`config.mk`:
```
export PLATFORM = sky130hd
export DESIGN_NAME = mem_arbiter_flat
export DESIGN_NICKNAME = d
export VERILOG_FILES = /design/src/rtl/mem_arb_pkg.sv /design/src/rtl/mem_arbiter_if.sv /design/src/rtl/mem_arbiter_rr_arbiter.sv /design/src/rtl/mem_arbiter.sv /design/src/flat_wrapper.sv
export SDC_FILE = /design/constraint.sdc
export NUM_CORES = 1
export LEC_CHECK = 0
export BUFFER_PORTS_ARGS = -buffer_cell sky130_fd_sc_hd__buf_2
export CAP_MARGIN = 20
export CORE_AREA = 5 5 207 209
export CTS_BUF_LIST = sky130_fd_sc_hd__clkbuf_8
export CTS_CLUSTER_DIAMETER = 60
export DETAILED_ROUTE_END_ITERATION = 10
export DIE_AREA = 0 0 212 214
export GPL_TIMING_DRIVEN = 0
export PLACE_DENSITY_LB_ADDON = 0.15
export RECOVER_POWER = 100
export SYNTH_ARGS = -nofsm -noshare
export SYNTH_HDL_FRONTEND = slang
export SYNTH_SLANG_ARGS = --single-unit
```
`constraint.sdc`:
```
create_clock -name clk -period 7.2 [get_ports clk]
set_clock_uncertainty 0.2 [all_clocks]
set_input_delay 1.08 -clock clk [delete_from_list [all_inputs] [get_ports clk]]
set_output_delay 1.08 -clock clk [all_outputs]
set_load 0.01 [all_outputs]
```
`src/rtl/mem_arb_pkg.sv`:
```
// mem_arb_pkg: shared state encoding, default parameters and index-width helper for mem_arbiter
package mem_arb_pkg;
  typedef enum logic [1:0] {IDLE, ISSUE, RDWAIT} state_t;
  localparam int NREQ_DEF = 4;
  localparam int DONE_ADDR_DEF = 252;
  localparam int TIMEOUT_DEF = 160;
  function automatic int idx_w(input int n);
    return n > 1 ? $clog2(n) : 1;
  endfunction
endpackage

```
`src/rtl/mem_arbiter_if.sv`:
```
// mem_arbiter_if: per-core request bus plus the shared memory port
interface mem_arbiter_if import mem_arb_pkg::*; #(parameter int NREQ = NREQ_DEF);
  logic [NREQ-1:0] req, we, gnt, rvalid;
  logic [NREQ-1:0][31:0] addr, wdata;
  logic [31:0] rdata, mem_addr, mem_wdata, mem_rdata;
  logic mem_we;
  modport slave (
    input req, we, addr, wdata, mem_rdata,
    output gnt, rvalid, rdata, mem_we, mem_addr, mem_wdata
  );
  modport master (
    output req, we, addr, wdata, mem_rdata,
    input gnt, rvalid, rdata, mem_we, mem_addr, mem_wdata
  );
endinterface

```
`src/rtl/mem_arbiter_rr_arbiter.sv`:
```
// rr_arbiter: combinational round-robin pick, searching from the index just after the last grant
module rr_arbiter import mem_arb_pkg::*; #(
  parameter int NREQ = NREQ_DEF,
  localparam int IW = idx_w(NREQ)
) (
  input  logic [NREQ-1:0] req,
  input  logic [IW-1:0]   last,
  output logic [NREQ-1:0] gnt,
  output logic [IW-1:0]   idx,
  output logic            valid
);
  logic [IW-1:0] cand;
  always_comb begin
    idx = '0;
    valid = 1'b0;
    cand = '0;
    for (int k = 1; k <= NREQ; k++) begin
      cand = IW'((int'(last) + k) % NREQ);
      if (!valid && req[cand]) begin
        valid = 1'b1;
        idx = cand;
      end
    end
    gnt = valid ? NREQ'(1) << idx : '0;
  end
endmodule

```
`src/rtl/mem_arbiter.sv`:
```
// mem_arbiter: round-robin sharing of one data memory among NREQ cores, with done/score capture and a watchdog
module mem_arbiter import mem_arb_pkg::*; #(
  parameter int NREQ = NREQ_DEF,
  parameter int DONE_ADDR = DONE_ADDR_DEF,
  parameter int TIMEOUT = TIMEOUT_DEF
) (
  input  logic                   clk,
  input  logic                   reset,
  mem_arbiter_if.slave           bus,
  output logic [NREQ-1:0]        done,
  output logic [NREQ-1:0][31:0]  score,
  output logic                   all_done,
  output logic                   timeout
);
  localparam int IW = idx_w(NREQ);
  localparam int CW = $clog2(TIMEOUT + 1);
  state_t state, nxt;
  logic [IW-1:0] win, widx;
  logic [NREQ-1:0] sel, wgnt, done_nxt;
  logic any, hit;
  logic [CW-1:0] cnt, cnt_nxt;
  // win doubles as the last-granted index; resetting it to NREQ-1 puts core 0 first
  rr_arbiter #(.NREQ(NREQ)) u_rr (.req(bus.req), .last(win), .gnt(wgnt), .idx(widx), .valid(any));
  assign cnt_nxt = cnt == CW'(TIMEOUT) ? cnt : cnt + CW'(1);
  always_comb begin
    nxt = state;
    bus.gnt = '0;
    bus.rvalid = '0;
    bus.rdata = '0;
    bus.mem_we = 1'b0;
    bus.mem_addr = '0;
    bus.mem_wdata = '0;
    hit = 1'b0;
    done_nxt = done;
    unique case (state)
      IDLE: nxt = any ? ISSUE : IDLE;
      ISSUE: begin
        bus.gnt = sel;
        bus.mem_we = bus.we[win];
        bus.mem_addr = bus.addr[win];
        bus.mem_wdata = bus.wdata[win];
        hit = bus.we[win] && bus.addr[win] == 32'(DONE_ADDR) && !done[win];
        done_nxt[win] = done[win] | hit;
        nxt = bus.we[win] ? IDLE : RDWAIT;
      end
      RDWAIT: begin
        bus.rvalid = sel;
        bus.rdata = bus.mem_rdata;
        nxt = IDLE;
      end
      default: nxt = IDLE;
    endcase
  end
  always_ff @(posedge clk or negedge reset)
    if (!reset) begin
      state <= IDLE;
      win <= IW'(NREQ - 1);
      sel <= '0;
      done <= '0;
      score <= '0;
      cnt <= '0;
      all_done <= 1'b0;
      timeout <= 1'b0;
    end else begin
      state <= nxt;
      if (state == IDLE && any) begin
        win <= widx;
        sel <= wgnt;
      end
      if (hit) score[win] <= bus.wdata[win];
      done <= done_nxt;
      cnt <= cnt_nxt;
      all_done <= all_done | &done_nxt;
      // finishing on the very cycle the limit is hit counts as finishing in time
      timeout <= timeout | (cnt_nxt == CW'(TIMEOUT) && !(&done_nxt));
    end
endmodule

```
`src/flat_wrapper.sv`:
```
// flat-port wrapper written by rule: the top's interface ports become plain ports
module mem_arbiter_flat import mem_arb_pkg::*;
#(
  parameter int NREQ = NREQ_DEF,
  parameter int DONE_ADDR = DONE_ADDR_DEF,
  parameter int TIMEOUT = TIMEOUT_DEF
)
  (clk, reset, done, score, all_done, timeout, bus_req, bus_we, bus_addr, bus_wdata, bus_mem_rdata, bus_gnt, bus_rvalid, bus_rdata, bus_mem_we, bus_mem_addr, bus_mem_wdata);
  mem_arbiter_if #(.NREQ(NREQ)) bus_i ();
  input  logic clk;
  input  logic reset;
  output logic [NREQ-1:0] done;
  output logic [NREQ-1:0][31:0] score;
  output logic all_done;
  output logic timeout;
  input wire logic [$bits(bus_i.req)-1:0] bus_req;
  input wire logic [$bits(bus_i.we)-1:0] bus_we;
  input wire logic [$bits(bus_i.addr)-1:0] bus_addr;
  input wire logic [$bits(bus_i.wdata)-1:0] bus_wdata;
  input wire logic [$bits(bus_i.mem_rdata)-1:0] bus_mem_rdata;
  output wire logic [$bits(bus_i.gnt)-1:0] bus_gnt;
  output wire logic [$bits(bus_i.rvalid)-1:0] bus_rvalid;
  output wire logic [$bits(bus_i.rdata)-1:0] bus_rdata;
  output wire logic [$bits(bus_i.mem_we)-1:0] bus_mem_we;
  output wire logic [$bits(bus_i.mem_addr)-1:0] bus_mem_addr;
  output wire logic [$bits(bus_i.mem_wdata)-1:0] bus_mem_wdata;
  assign bus_i.req = bus_req;
  assign bus_i.we = bus_we;
  assign bus_i.addr = bus_addr;
  assign bus_i.wdata = bus_wdata;
  assign bus_i.mem_rdata = bus_mem_rdata;
  assign bus_gnt = bus_i.gnt;
  assign bus_rvalid = bus_i.rvalid;
  assign bus_rdata = bus_i.rdata;
  assign bus_mem_we = bus_i.mem_we;
  assign bus_mem_addr = bus_i.mem_addr;
  assign bus_mem_wdata = bus_i.mem_wdata;
  mem_arbiter #(.NREQ(NREQ), .DONE_ADDR(DONE_ADDR), .TIMEOUT(TIMEOUT)) u_core (.clk(clk), .reset(reset), .bus(bus_i), .done(done), .score(score), .all_done(all_done), .timeout(timeout));
endmodule
```
==> results.ini <==
[grt]
global_route.usage.total_pct = 15.1
antenna_found_initial = 6
gr_overflow_total = 0
grt_first_pass_wirelength_um = 52000
grt_start_max_net_pins = 78
via_count_of_the_first_global_routing_pass = 8153

[yosys]
synth_top_family_by_area = multiplexers
synth.ff_latch_count = 150
synth_cells = 608
adder_cell_share_of_the_synthesized_area_pct = 0.825
asyncSetResetFlopFracSynth_pct = 100
xor_xnor_share_of_the_synthesized_area_pct = 0.481
dominantRegCellSynth = dfrtp_1
syn_area_per_cell_um2 = 15.0
synthMuxAreaShare_pct = 38.2
synth.yosys.seq_area_share_pct = 41.3
synth.yosys.warnings = 0
synth.top_cell.area_share_pct = 40.7
synth-simple-area-share_pct = 12.5
number_of_nets_in_the_synthesized_netlist = 912
synthTopCellsByArea = dfrtp_1, mux2_4, mux4_2, and2_1, mux4_1
synth-edff-count = 0
synth_compound_gate_area_share_pct = 2.79
synth_top_area_cell = dfrtp_1
synth.lib_cells_used.distinct = 54
synthesis.area_mm2 = 0.00910

[die]
placement_rows = 74
initial_core_utilization_pct = 22.4
pin_count = 537
dieHeight_um = 214
floorplan.core_area_mm2 = 0.0406
die_x_um = 212
die-area_mm2 = 0.0454

[place]
place.detailed.hpwl_um = 28700
port-buffer-count = 535
place_ws_ns = 2.06
routability_congestion_estimate_from_global_placement = 0.812

[critical_path]
critical_path_peak_fanout = 10
worst_setup_path_endpoint = bus_mem_wdata[26]
start_kind = register
worst-r2r-cell-count = 8
register_to_register_setup_slack_ns = 1.44
regToRegStartpoint = u_core.win[0]
worst-endpoint-required_ns = 5.92
crit_type = reg2out
crit_path_max_incr_delay_ns = 0.70
cp_cell_instances = clkbuf_1, clkbuf_1, clkbuf_1, buf_8, clkbuf_1, mux4_2, and2_0, buf_2
critical_path.reg2reg.endpoint = u_core.score[29]
startpoint = u_core.win[0]
worstSetupEndpointType = output pin
cp.arrival_ns = 4.63
critical-path-top-cell-by-count = clkbuf_1
slowest_stage = clkbuf_1

[detailed_routing]
avgRoutedWirePerCell_um = 20.9
ratio_of_routed_vias_to_standard_cells = 4.34
dr_total_vias = 7442
antenna_left = 0
first_pass_iteration_count_of_the_detailed_router = 4
drt_drc_violations_left = 0
routed_wl_um = 35800
drt_iter0_drc = 217

[min_path]
min_delay_path_depth = 1
hold_path_class = reg2reg

[sta]
hold_violations = 0
grt_setup_unrepaired = false
fmaxAchievable_ghz = 0.169
finalWorstSetupSlack_ns = 1.29
layout_min_cycle_time_ns = 5.91
headroom_to_the_max_slew_limit_pct = -199
fin_crit_sh_pct = 82.1
tightestPinTransition_ns = 4.48
setup_tns_ns = 0
maxSlewViolCount = 77
setup_viol = 0

[cts]
insertion_delay_ns = 0.47
cts_repair_resize_count = 0
cts-root-buf = clkbuf_8
cts_max_level = 4
cts.reportedPaths.clkPinSlew_ns = 0.09
number_of_buffers_between_clock_root_and_the_deepest_sink = 2
tritoncts = done
cts_buffers = 17
post_cts_hold_buffer_count = 0
clock_sink_count = 150
cts_setup_buffers = 0

[layout]
final_layout_size_suffix_gt1_share_pct = 40.0
area_growth_pct = 32.8
post-route-util_pct = 29.7
final_net_count = 1468

[run_status]
failed_checks = capacitance limit, slew limit
status = finished, violations left

[job]
max_cap_viol_count = 1

[power]
power_total_uw = 3460
static-leakage-power_uw = 0.00586
power-per-cell-area_mw_per_mm2 = 286
power.ir.vdd_worst_v = 0.000110

[report_power, final]
part | internal [uW] | total [uW] | switching, uW
logic | 763 | 1850 | 1090
clock network | 342 | 706 | 365
registers | 875 | 902 | 26.1
[flip-flops by register name (all words and copies together) (netlist names)]
name / count
u_core.sel: 4
u_core.all_done: 1
u_core.state: 2
u_core.win: 2
u_core.done: 4
u_core.cnt: 8
u_core.score: 128
u_core.timeout: 1
[logic make-up (layout without fill, tap and decap cells)]
| logic type | after synthesis | count (layout) |
|---|---|---|
| mux | 198 | 198 |
| simple gates | 163 | 163 |
| flops | 150 | 150 |
| buf+inv | 50 | 619 |
| compound gates | 36 | 36 |
| fa+ha+maj | 6 | 6 |
| xor+xnor | 5 | 5 |
| other cells | 0 | 4 |
[how the worst min path moves through the flow]
stage / startpoint / slack (ns) / end
2_1_floorplan: u_core.sel[0] / 0.26 / u_core.sel[0]
4_1_cts: u_core.all_done / 0.28 / u_core.all_done
3_5_place_dp: u_core.all_done / 0.26 / u_core.all_done
6_report: u_core.all_done / 0.29 / u_core.all_done
5_1_grt: u_core.score[30] / 0.30 / u_core.score[30]
3_3_place_gp: u_core.all_done / 0.26 / u_core.all_done
[critical path: cells and delay by family (launching register included)]
| kind | cells | cell delay, ns |
|---|---|---|
| buffers and inverters | 6 | 2.69 |
| DFF | 1 | 0.59 |
| muxes | 1 | 0.67 |
| and+or+nand+nor | 1 | 0.20 |
[Yosys cell counts (3+ instances only)]
cell,number
o21ba_2,4
mux2_2,10
xnor2_1,4
nand3_1,4
mux4_2,51
dfrtp_1,148
or3_1,3
nor2_1,7
inv_1,9
buf_1,4
nor4b_2,3
a21oi_1,7
nor4_4,7
nor2b_1,3
mux4_1,15
mux2_4,120
clkbuf_1,17
o21ai_0,8
and2_1,105
buf_2,4
buf_8,12
nor3_1,5
nand2_1,11
ha_1,6
[area by class of cell]
type / instances / area (um2)
diodes: 4 / 10.0
well taps: 532 / 666
fillers: 4362 / 28600
multi-input cells: 408 / 4560
repair buffers: 537 / 2480
plain buffers: 41 / 160
clock buffers: 20 / 275
flip-flops and latches: 150 / 3760
clock inverters: 12 / 143
inverters: 9 / 33.8
[cell usage in the layout, fill, tap and decap left out, types with 4 or more instances in the layout]
cell type,instances
mux2_2,10
mux2_1,108
a21oi_1,7
clkbuf_1,231
nor3_1,5
nor2_1,7
nand3_1,5
and2_1,67
mux4_1,15
clkbuf_8,20
nor4_4,6
xnor2_1,4
dfrtp_1,148
mux4_2,51
diode_2,4
o21ba_2,4
nand2_1,11
mux2_4,12
buf_2,344
and2_0,38
o21ai_0,8
ha_1,6
inv_1,9
[layer usage]
| metal | up-vias | global-route usage [%] | share of wire, % |
|---|---|---|---|
| met5 | - | 0 | 0.059 |
| met4 | 4 | 4.62 | 2.0 |
| met3 | 37 | 3.39 | 6.7 |
| met2 | 342 | 26.5 | 51 |
| met1 | 3667 | 18.5 | 41 |
| li1 | 3392 | - | - |
[stage by stage]
step | instances | cell area [um2] | hold WS, ns
after floorplan | 608 | 9100 | 0.255
after global placement | 1675 | 12400 | 0.259
after detailed placement | 1677 | 12500 | 0.264
after CTS | 1709 | 12900 | 0.284
after global routing | 1712 | 12100 | 0.304
final | 1713 | 12100 | 0.287
(Power assumes the default switching activity.)
